--- config.mk ---
export PLATFORM = sky130hd
export DESIGN_NAME = inst_loader
export DESIGN_NICKNAME = d
export VERILOG_FILES = /design/src/rtl/inst_loader.sv
export SDC_FILE = /design/constraint.sdc
export NUM_CORES = 1
export LEC_CHECK = 0
export BUFFER_PORTS_ARGS = -buffer_cell sky130_fd_sc_hd__buf_4
export CORE_ASPECT_RATIO = 0.6
export CORE_UTILIZATION = 45
export DETAILED_ROUTE_END_ITERATION = 8
export PLACE_DENSITY = 0.65
export SLEW_MARGIN = 10
export SYNTH_ARGS = -nofsm -noshare
export SYNTH_HDL_FRONTEND = slang
export SYNTH_SLANG_ARGS = --single-unit
--- constraint.sdc ---
create_clock -name clk -period 2.8 [get_ports clk]
set_input_delay 0.14 -clock clk [delete_from_list [all_inputs] [get_ports clk]]
set_output_delay 0.14 -clock clk [all_outputs]
set_load 0.02 [all_outputs]
--- src/rtl/inst_loader.sv ---
// rtl/inst_loader.sv - byte-stream boot loader that fills the instruction SRAM while holding the CPU.
// Optional LOADER_CHKSUM_EN adds a modulo-256 image checksum trailer and the err_chk flag.
module inst_loader #(
    parameter int ADDR_W = 8,
    parameter int DATA_W = 32
) (
    input  logic              clk,
    input  logic              rst,
    input  logic              start,
    input  logic              s_valid,
    input  logic [7:0]        s_data,
    input  logic              s_last,
    output logic              s_ready,
    output logic              inst_sram_wr,
    output logic [ADDR_W-1:0] inst_sram_addr,
    output logic [DATA_W-1:0] inst_sram_data,
    output logic              cpu_hold,
    output logic              done,
    output logic [ADDR_W:0]   word_count,
`ifdef LOADER_CHKSUM_EN
    output logic              err_chk,
`endif
    output logic              err_ovf
);

`ifdef LOADER_CHKSUM_EN
    typedef enum logic [1:0] {ST_IDLE, ST_LOAD, ST_CHK, ST_DONE} state_t;
`else
    typedef enum logic [1:0] {ST_IDLE, ST_LOAD, ST_DONE} state_t;
`endif

    state_t              r_state;
    logic                r_ready;
    logic                r_wr;
    logic [ADDR_W-1:0]   r_wr_addr;
    logic [DATA_W-1:0]   r_wr_data;
    logic                r_hold;
    logic                r_done;
    logic                r_ovf;
    logic [ADDR_W:0]     r_word_idx;
    logic [1:0]          r_byte_idx;
    logic [23:0]         r_asm;
`ifdef LOADER_CHKSUM_EN
    logic [7:0]          r_sum;
    logic                r_err_chk;
`endif

    logic                w_acc;
    logic                w_full;
    logic                w_end_word;
    logic [DATA_W-1:0]   w_word;

    assign w_acc      = s_valid & r_ready;
    // Index bit ADDR_W set means every SRAM word has been written; further bytes are dropped.
    assign w_full     = r_word_idx[ADDR_W];
    assign w_end_word = (r_byte_idx == 2'd3) | s_last;
    assign w_word     = DATA_W'({8'h00, r_asm}) | (DATA_W'(s_data) << {r_byte_idx, 3'b000});

    always_ff @(posedge clk or posedge rst) begin
        if (rst) begin
            r_state    <= ST_IDLE;
            r_ready    <= 1'b0;
            r_wr       <= 1'b0;
            r_wr_addr  <= '0;
            r_wr_data  <= '0;
            r_hold     <= 1'b1;
            r_done     <= 1'b0;
            r_ovf      <= 1'b0;
            r_word_idx <= '0;
            r_byte_idx <= '0;
            r_asm      <= '0;
`ifdef LOADER_CHKSUM_EN
            r_sum      <= '0;
            r_err_chk  <= 1'b0;
`endif
        end else begin
            r_wr <= 1'b0;
            case (r_state)
                ST_IDLE, ST_DONE: begin
                    if (start) begin
                        r_state    <= ST_LOAD;
                        r_ready    <= 1'b1;
                        r_hold     <= 1'b1;
                        r_done     <= 1'b0;
                        r_ovf      <= 1'b0;
                        r_word_idx <= '0;
                        r_byte_idx <= '0;
                        r_asm      <= '0;
`ifdef LOADER_CHKSUM_EN
                        r_sum      <= '0;
                        r_err_chk  <= 1'b0;
`endif
                    end else if (r_state == ST_DONE) begin
                        r_hold <= 1'b0;
                    end
                end
                ST_LOAD: begin
                    if (w_acc) begin
`ifdef LOADER_CHKSUM_EN
                        r_sum <= r_sum + s_data;
`endif
                        if (w_full) begin
                            r_ovf <= 1'b1;
                        end else if (w_end_word) begin
                            r_wr       <= 1'b1;
                            r_wr_addr  <= r_word_idx[ADDR_W-1:0];
                            r_wr_data  <= w_word;
                            r_word_idx <= r_word_idx + 1'b1;
                            r_byte_idx <= '0;
                            r_asm      <= '0;
                        end else begin
                            case (r_byte_idx)
                                2'd0:    r_asm[7:0]   <= s_data;
                                2'd1:    r_asm[15:8]  <= s_data;
                                default: r_asm[23:16] <= s_data;
                            endcase
                            r_byte_idx <= r_byte_idx + 1'b1;
                        end
                        if (s_last) begin
`ifdef LOADER_CHKSUM_EN
                            r_state <= ST_CHK;
`else
                            r_state <= ST_DONE;
                            r_ready <= 1'b0;
                            r_done  <= 1'b1;
`endif
                        end
                    end
                end
`ifdef LOADER_CHKSUM_EN
                ST_CHK: begin
                    if (w_acc) begin
                        r_err_chk <= (s_data != r_sum);
                        r_state   <= ST_DONE;
                        r_ready   <= 1'b0;
                        r_done    <= 1'b1;
                    end
                end
`endif
                default: r_state <= ST_IDLE;
            endcase
        end
    end

    assign s_ready        = r_ready;
    assign inst_sram_wr   = r_wr;
    assign inst_sram_addr = r_wr_addr;
    assign inst_sram_data = r_wr_data;
    assign cpu_hold       = r_hold;
    assign done           = r_done;
    assign word_count     = r_word_idx;
    assign err_ovf        = r_ovf;
`ifdef LOADER_CHKSUM_EN
    assign err_chk        = r_err_chk;
`endif

endmodule

==> results.rst <==
.. list-table::
   :header-rows: 1

   * - Metric
     - Value
   * - Status
     - finished clean
   * - Startpoint types
     - register
   * - Average cell area after synthesis
     - 10.5 sq um
   * - Area after DPL
     - 4020 sq um
   * - Global placer's final weighted congestion
     - 0.828
   * - Multi-input gate area in the final layout
     - 1290 sq um
   * - Worst-skew pair later-pin latency
     - 330 ps
   * - Core region area
     - 7330 sq um
   * - Worst rel slew slack
     - 60.3%
   * - Most common library cell in the layout ignoring fill and taps
     - sky130_fd_sc_hd__dfrtp_1
   * - Layout Nets
     - 411
   * - Share of the clock period used by the worst path after layout
     - 78.0%
   * - Unrepaired setup endpoints after global routing
     - false
   * - Final setup viols
     - 0
   * - DR vias
     - 2,654
   * - Sequential fraction of the synthesis area
     - 59.6%
   * - Setup slack of the worst register-to-register path
     - 620 ps
   * - Post-CTS Hold Buffers
     - 1
   * - Die X-Extent
     - 115 um
   * - Initial antenna violation count
     - 0
   * - Leakage component of the power
     - 2.13 nW
   * - Setup TNS after final layout
     - 0 ps
   * - Wire length of the first global-routing pass
     - 13.3 mm
   * - Cell class contributing the biggest share of worst-path delay
     - flip-flops
   * - First-pass DRT Iterations
     - 4
   * - Layout fillers
     - 648
   * - IO Port Bufs
     - 66
   * - Leading register cell type out of synthesis
     - sky130_fd_sc_hd__dfrtp_1
   * - Share of cells above drive strength 1
     - 24.1%
   * - ANT cells
     - 0
   * - Via count of the first global-routing pass
     - 2,505
   * - Actual slew at the worst max-slew pin
     - 593 ps
   * - Post-synthesis instance total
     - 329
   * - Kind of critical path
     - reg -> reg
   * - Slowest stage delay, CP
     - 550 ps
   * - Shortest clock period the worst path allows after layout
     - 2180 ps
   * - Starting DRT DRC Count
     - 248
   * - Clock tree root buffer cell
     - sky130_fd_sc_hd__clkbuf_16
   * - Number of flops mapped to enable cells by yosys
     - 0
   * - Number of failing hold endpoints at the final stage
     - 0
   * - Post-route ant nets
     - 0
   * - Post-detailed-route via-to-cell ratio
     - 5.28
   * - Max Clk Rate
     - 458 MHz
   * - Worst min path class
     - in -> reg
   * - Total routing usage reported by global routing
     - 22.1%
   * - Y dimension of the die
     - 69.8 um
   * - Worst-path clk slew
     - 60 ps
   * - Post-DP HPWL
     - 5.41 mm
   * - Power per unit of standard cell area
     - 1020 nW/um^2
   * - Endpoint arrival time on the critical path
     - 2390 ps
   * - Commonest cells after routing, fill and taps aside
     - sky130_fd_sc_hd__dfrtp_1 (81), sky130_fd_sc_hd__nand2_1 (69), sky130_fd_sc_hd__buf_4 (68), sky130_fd_sc_hd__o21ai_0 (40), sky130_fd_sc_hd__a21oi_1 (29)
   * - Buffer count from post-CTS setup fixing
     - 0
   * - Endpoint type of the worst setup path
     - register
   * - Largest net degree at the start of global routing
     - 83
   * - HP Start
     - start
   * - Area of the die
     - 8030 sq um
   * - Number of buffers added by the clock tree synthesis step
     - 9
   * - Maximum buffer depth of the clock tree
     - 2
   * - Required @ worst endpoint
     - 3010 ps
   * - Source of the worst register-to-register timing path
     - r_byte_idx[0]
   * - Initial core utilization
     - 47.0%
   * - Synthesized area
     - 3450 sq um
   * - Count of instances resized after the clock tree is built
     - 0
   * - Routed length per placed instance
     - 15.8 um
   * - IO Pins
     - 67
   * - TritonCTS clock tree
     - done
   * - Async set-reset flop share out of synthesis
     - 100%
   * - First element of the critical path
     - r_byte_idx[0]
   * - Layout Area Growth over Synthesis
     - 25.7%
   * - Count of H-tree levels built during CTS
     - 3
   * - Master of the slowest instance on the critical path
     - sky130_fd_sc_hd__dfrtp_1
   * - Number of maximum-capacitance constraint violations
     - 0
   * - Slew Viols, Final
     - 0
   * - Post-route clock skew
     - 7.69 ps
   * - Crit path buf inv count
     - 1
   * - Wire length reported by the detailed router
     - 7.96 mm
   * - Cell chain of the critical path
     - ha_1 -> o21ba_2 -> nand2_4 -> inv_2 -> and3_1 -> a211o_1
   * - Unique masters post-synth
     - 43
   * - Sequential cell area in the final layout
     - 2050 sq um
   * - Tightest hold margin
     - 32.9 ps
   * - CTS sink count
     - 82
   * - Global route total overflow
     - 0
   * - Count of synthesis-stage warnings from yosys
     - 0
   * - Final instance area
     - 4330 sq um
   * - Worst vdd ir
     - 448 uV
   * - Std-Cell Rows
     - 24
   * - Number of design rule violations left after detail routing
     - 0
   * - Net Count, Synth
     - 346
   * - Number of flip-flops and latches in the synthesized netlist
     - 82
   * - Max FO, Critical Path
     - 31
## synth_stat cells, drive strengths merged, types with 2 or more instances
cell,instances,area [sq um]
nand4,2,12.5
nand3,11,55.1
nand2,70,270
o21ai,43,226
xor2,3,26.3
o211ai,2,15.0
and3,4,25.0
a22o,25,219
inv,5,18.8
clkbuf,5,18.8
buf,11,70.1
nor2,10,37.5
ha,4,50.1
a21oi,29,145
dfrtp,81,2030
nor3,2,21.3
and4b,2,20.0
## worst reg2reg max path: cells and delay by family, from the launching register on
kind            cells  cell delay, ps
compound gates      2             540
fa+ha+maj           1             360
buf+inv             1             170
flops               1             550
simple gates        2             450
## state kept, by name, summed over array words and instances, names as in the netlist
name            cells
err_ovf             1
r_byte_idx          2
inst_sram_wr        1
r_state             2
done                1
s_ready             1
inst_sram_data     32
cpu_hold            1
inst_sram_addr      8
word_count          9
r_asm              24
## report_power, final
group          switching, mW  internal, mW  leakage (nW)
sequential             0.258          1.51          1.11
clock                  0.475         0.716         0.149
combinational          0.870         0.579         0.872
## through the flow
stage,utilization [%],setup slack (ps),instances,power [mW]
3_3_place_gp,54.9,737,486,3.21
6_report,59.2,617,503,4.41
5_1_grt,59.2,469,503,4.69
3_5_place_dp,54.9,625,486,3.24
2_1_floorplan,-,553,329,2.67
4_1_cts,59.2,643,503,4.44
## cell type report
cell class / count / share of cell area, %
multi-input cells: 226 / 29.7
clock inverters: 6 / 1.50
repair buffers: 70 / 12.5
well taps: 104 / 3.00
clock buffers: 10 / 5.51
flip-flops and latches: 82 / 47.4
inverters: 5 / 0.462
## final timing paths
check | to | cells past startpoint
worst max-delay path | word_count[7] | 6
worst min-delay path | err_ovf | 2
worst max register to register | word_count[7] | 6
worst min register to register | cpu_hold | 2
max in group asynchronous | cpu_hold | 4
min in group asynchronous | inst_sram_addr[6] | 4
## cells by family (layout without fill, tap and decap cells)
group / after synthesis / in the layout / synth area share, %
AND/OR/NAND/NOR: 113 / 113 / 15.9
AO/OA/AOI/OAI: 105 / 105 / 19.0
flip-flops: 82 / 82 / 59.6
buffers and inverters: 21 / 91 / 3.12
adder cells (fa/ha/maj): 4 / 4 / 1.45
XOR/XNOR: 4 / 4 / 1.02
## layer usage
layer	track usage, %	vias up	share of wire, %	routed length [um]
met5	0	-	0	0
met4	4.76	0	0.88	70
met3	7.08	11	5.8	459
met2	27.8	78	40	3170
met1	35.9	1277	54	4260
li1	-	1288	-	-
Power figures use the tool's default switching activity.
